File: src/rtl/seg_scan_ctrl.sv
// Four-digit seven-segment scan controller with frame-aligned word commit and leading-zero blanking.
// Latency: every output is registered; a load shows up on load_ack one cycle later and on the display at the next frame wrap.
// Backpressure: none; every load is accepted, and the last load before a wrap wins.
module seg_scan_ctrl #(
   parameter int unsigned SCAN_DIV = 50000
) (
   input  logic        clk,
   input  logic        rst,
   input  logic        load,
   input  logic [15:0] bcd_in,
   input  logic        blank_lz,
   output logic        load_ack,
   output logic        pend_valid,
   output logic [3:0]  DIGIT,
   output logic [3:0]  value,
   output logic        frame_done
);

   // Terminal count of the per-digit prescaler.
   localparam logic [15:0] TC_VAL = 16'(SCAN_DIV - 1);

   logic [15:0] presc;
   logic [1:0]  idx;
   logic [15:0] active;
   logic [15:0] pending;

   logic        tc;
   logic        wrap;
   logic [1:0]  idx_nxt;
   logic [15:0] active_nxt;
   logic [3:0]  digit_nxt;
   logic [3:0]  value_nxt;

   // Next-state view of the scan position and the committed word, so that
   // DIGIT and value are registered from the same values on the same edge.
   always_comb begin
      tc         = (presc == TC_VAL);
      wrap       = tc && (idx == 2'd3);
      idx_nxt    = tc ? idx + 2'd1 : idx;
      active_nxt = active;
      if (wrap) begin
         if (load)
            active_nxt = bcd_in;       // load on the wrap edge bypasses pending
         else if (pend_valid)
            active_nxt = pending;
      end
   end

   // Digit select and blanked value for the digit that will be lit next cycle.
   always_comb begin
      digit_nxt = 4'b1110;
      value_nxt = active_nxt[3:0];
      case (idx_nxt)
         2'd0: begin
            digit_nxt = 4'b1110;
            value_nxt = active_nxt[3:0];   // digit 0 is never blanked
         end
         2'd1: begin
            digit_nxt = 4'b1101;
            value_nxt = (blank_lz && active_nxt[15:4] == 12'h000) ? 4'hF : active_nxt[7:4];
         end
         2'd2: begin
            digit_nxt = 4'b1011;
            value_nxt = (blank_lz && active_nxt[15:8] == 8'h00) ? 4'hF : active_nxt[11:8];
         end
         default: begin
            digit_nxt = 4'b0111;
            value_nxt = (blank_lz && active_nxt[15:12] == 4'h0) ? 4'hF : active_nxt[15:12];
         end
      endcase
   end

   // Prescaler, scan index, word buffering and registered outputs.
   always_ff @(posedge clk or posedge rst) begin
      if (rst) begin
         presc      <= 16'h0000;
         idx        <= 2'd0;
         active     <= 16'h0000;
         pending    <= 16'h0000;
         pend_valid <= 1'b0;
         DIGIT      <= 4'b1110;
         value      <= 4'h0;
         load_ack   <= 1'b0;
         frame_done <= 1'b0;
      end else begin
         presc      <= tc ? 16'h0000 : presc + 16'h0001;
         idx        <= idx_nxt;
         active     <= active_nxt;
         DIGIT      <= digit_nxt;
         value      <= value_nxt;
         load_ack   <= load;
         frame_done <= wrap;
         if (load)
            pending <= bcd_in;
         if (wrap)
            pend_valid <= 1'b0;
         else if (load)
            pend_valid <= 1'b1;
      end
   end

endmodule

File: config.mk
export PLATFORM = sky130hd
export DESIGN_NAME = seg_scan_ctrl
export DESIGN_NICKNAME = d
export VERILOG_FILES = /design/src/rtl/seg_scan_ctrl.sv
export SDC_FILE = /design/constraint.sdc
export NUM_CORES = 1
export LEC_CHECK = 0
export CORE_UTILIZATION = 45
export DETAILED_ROUTE_END_ITERATION = 16
export PLACE_DENSITY_LB_ADDON = 0.15
export REMOVE_ABC_BUFFERS = 1
export SLEW_MARGIN = 30
export SYNTH_ARGS = -nofsm -noshare
export SYNTH_HDL_FRONTEND = slang
export SYNTH_SLANG_ARGS = --single-unit
export TNS_END_PERCENT = 5
File: constraint.sdc
create_clock -name clk -period 6 [get_ports clk]
set_input_delay 0.6 -clock clk [delete_from_list [all_inputs] [get_ports clk]]
set_output_delay 0.6 -clock clk [all_outputs]
set_load 0.05 [all_outputs]
# Yosys cells after proc, flatten, opt, wreduce, memory -nomap -nowiden
# Index checks and enable logic that the tools add are counted.
# op_classes
n_addsub	2
mul	0
div	0
order_cmp	0
n_eq_ne	4
shifts	0
mux	12
bitwise_logic	0
reduce_logical	9
# ops
op	n
$mux W16	4
$pmux W4 S3	2
$add A16 B1 Y16 const B	1
$eq A16 B16 Y1 const B	1
$logic_not A12 Y1	1
$mux W4	3
$logic_not A8 Y1	1
$eq A2 B2 Y1 const B	2
$logic_and A1 B1 Y1	4
$logic_not A4 Y1	1
$add A2 B1 Y2 const B	1
$eq A2 B1 Y1 const B	1
$logic_not A2 Y1	1
$mux W1	2
$mux W2	1
$reduce_bool A2 Y1	1
# totals
ff_bits	61
latchBits	0
ramBits	0
rom_bits	0
in_bits	20
n_memories	0

# Depth between registers and ports, before layout
# logic_depth
ltp_word	7
mapped_depth	10
ltp_nobuf	10

# Worst setup path after synthesis
# Ideal clock, no wire load.
# synth_path
path_type	reg-to-reg
from	register presc[11]
to	register value[2]
t_arrival_ns	2.611
required_time_ns	5.920
setup_slack_ns	3.308
stages_incl_launch_ff	10
synth_period_minus_slack_ns	2.692
path_cell_list	dfrtp_1 > or4_4 > nor4b_2 > mux2i_1 > clkinv_1 > nand2_1 > or2_1 > a21o_1 > o221ai_1 > nor3_2
# synth_via
word_cells_on_any_way	17
classes_between	eq/ne: 3; mux: 6; reduce/logical: 8
# synth_rtl
element	line_no	text
start, declared	22	logic [15:0] presc;
start signal, assigned	86	presc <= tc ? 16'h0000 : presc + 16'h0001;
$eq A16 B16 Y1 (*)	37	tc = (presc == TC_VAL);
$mux W2 (*)	39	idx_nxt = tc ? idx + 2'd1 : idx;
via idx_nxt[1]	29	logic [1:0] idx_nxt;
$eq A2 B2 Y1, or another cell as far along	53	case (idx_nxt)
$pmux W4 S3 (*)	53	
via value_nxt[2]	32	logic [3:0] value_nxt;
end signal, assigned	90	value <= value_nxt;
end, declared	15	output logic [3:0] value,
# The timed path passes the listed nets; every way through them passes the cells marked *.
# A chain may end at the register's enable or synchronous reset.

# Final worst setup path
# Ends and elaborated chain as after synthesis.

==> results.cfg <==
[outcome]
outcome = complete, no violations

[drt]
wl_um = 5380
drtPass1Iterations = 4
ant_nets = 0
route.detailed.drc = 0
num_vias = 1918
wl_per_cell_um = 15.2
drt-initial-drc-count = 87
vias_per_cell = 5.43

[yosys]
syn_inst = 236
synth_warnings = 0
synthTopCellsByCount = 58 x dfrtp_1, 21 x nand2_1, 21 x nand3_1, 18 x mux2_2, 14 x nor2_1
ys.flop_type = dfrtp_1
synth_edf_count = 0
synth-seq-cells = 61
synth_area_per_cell_sq_um = 11.8
yosysTopAreaCell = dfrtp_1
async_flop_share_pct = 100
yosysMostFrequentCell = dfrtp_1
synth_cell_types = 53
syn_area_sq_um = 2800
ys_seq_area_share_pct = 54.7
synth_top_cell_area_share_pct = 51.9
synth_top_cells_by_area = dfrtp_1 52%, mux2_2 7.3%, nand3_1 3.8%

[power]
irDropWorstVdd_mv = 0.146
p_per_area_nw_per_um2 = 244
leakagePower_uw = 0.00141

[timing]
slew_headroom_pct = 48.8
period_share_pct = 54.6
rsz0062_at_grt = false
worst_pin_slew_ns = 0.765
hold_viol = 0
drv_slew = 0
setup_tns_ns = 0
fin_crit_ns = 3.28
fmax_mhz = 305
setup_viol = 0
clock_skew_ns = 0.00714

[place]
gp_congestion = 0.847
place_area_sq_um = 3180
dp_hpwl_um = 3690
io_buffer_count = 30

[clock_tree]
cts_buffers = 9
clk_path_buf_depth = 2
cts.sinks = 61
holdBufCountCts = 0
cts_tree = yes
ctsResizeCount = 0
post-cts-setup-buffers = 0
ctsHtreeMaxLevel = 3
root_buffer = clkbuf_8
worstSkewPairLatency_ns = 0.33
clk_pin_slew_ns = 0.07

[worst_setup_path]
reg2reg_from = presc[11]
start_kind = flip-flop
cp.required_ns = 6.25
worstSetupEndpointType = flip-flop
crit_type = reg -> reg
r2r_end = value[2]
startpoint = presc[11]
worstSetupEndpoint = value[2]
worstPathArrival_ns = 3.53
r2r_cells = 10
crit_fanout = 11
worst-r2r-setup-slack_ns = 2.72

[global_route]
grt_usage_pct = 19.0
grt.overflow.total = 0
first_global_vias = 1899
grt_max_degree = 62
grt_pass1_wl_um = 9100
antenna_found_initial = 0

[run]
drv_cap = 0

[cells_and_area]
final_area_sq_um = 3370
n_antenna_cell = 0
drive_gt1_share_pct = 21.9
area_growth_pct = 20.5
finalNetCount = 295

[worst_hold_path]
hold_class = reg -> reg
hold_depth = 1

[floorplan]
start_util_pct = 46.9
fp.dieW_um = 80.8
die_h_um = 80.8
pin_count = 31
coreArea_sq_um = 5960
dieArea_sq_um = 6530
placement_rows = 28
==> cells in the final DEF (no fill, tap or decap), types with 2 or more instances in the layout <==
cell type	instances
a32oi_1	9
and2_1	2
and3_1	5
and3_2	2
buf_4	4
clkbuf_1	2
clkbuf_8	10
clkdlybuf4s50_1	30
clkinv_2	2
dfrtp_1	58
dfstp_2	3
ha_1	2
inv_1	3
mux2_2	18
mux2i_1	4
nand2_1	21
nand3_1	21
nand3_2	3
nor2_1	14
nor2b_1	3
nor3_1	4
nor4_2	2
nor4_4	2
o21ai_0	7
o21ai_1	2
o311ai_1	2
or4_4	2
xnor2_1	6
xor2_1	8
==> through the flow <==
stage / hold slack (ns) / cells / power [uW] / util [%] / setup WS, ns
2_1_floorplan: 0.425 / 228 / 454 / - / 2.89
3_3_place_gp: 0.446 / 337 / 478 / 53.3 / 2.76
3_5_place_dp: 0.458 / 337 / 479 / 53.3 / 2.79
4_1_cts: 0.466 / 353 / 837 / 56.6 / 2.74
5_1_grt: 0.490 / 353 / 859 / 56.6 / 2.49
6_report: 0.464 / 353 / 823 / 56.6 / 2.72
==> worst min-delay path by stage <==
stage	slack, ns	startpoint	to
finish	0.46	presc[0]	presc[0]
global route	0.49	presc[0]	presc[0]
CTS	0.47	presc[0]	presc[0]
detailed placement	0.46	presc[0]	presc[0]
global placement	0.45	presc[0]	presc[0]
floorplan	0.43	presc[0]	presc[0]
==> cell type report <==
cell class	count	area (sq um)
clock inverter	4	47.5
tap	75	93.8
timing repair buffer	34	330
fill	508	2590
multi-input combinational	162	1200
inverter	5	18.8
sequential	61	1530
clock buffer	12	145
==> sequential cells by signal, indices dropped and copies added (netlist names) <==
signal      count
active         16
pending        16
presc          16
DIGIT           4
value           4
idx             2
frame_done      1
load_ack        1
pend_valid      1
==> power breakdown <==
part	switching (uW)	total (uW)	internal (uW)
Clock	151	353	202
Sequential	4.81	427	423
Combinational	20.8	43.3	22.5
==> kinds of logic (layout without fill, tap and decap cells) <==
kind of cell             Yosys count  count (layout)  synth area share [%]
AO/OA/AOI/OAI                     29              29                  7.74
XOR/XNOR                          14              14                  4.39
adder cells (fa/ha/maj)            2               2                 0.895
buffers and inverters             13              55                  2.24
flip-flops                        61              61                  54.7
multiplexers                      23              23                  9.22
AND/OR/NAND/NOR                   94              94                  20.8
==> worst max-delay path, stage by stage, from the launching register on <==
cell and delay [ns]:
dfrtp_1 0.42, or4_4 0.58, nor4b_2 0.27, buf_4 0.23, mux2i_1 0.56, clkinv_1 0.40
nand2_1 0.22, or2_1 0.14, a21o_1 0.08, o221ai_1 0.11, nor3_2 0.18
==> layer usage <==
layer | vias to the layer above | track usage, % | part of all wire, %
met5 | - | 0 | 0
li1 | 929 | - | -
met4 | 0 | 6.43 | 1.5
met3 | 7 | 7.64 | 4.0
met1 | 941 | 24.7 | 47
met2 | 41 | 28.9 | 48
(Power assumes the default switching activity.)
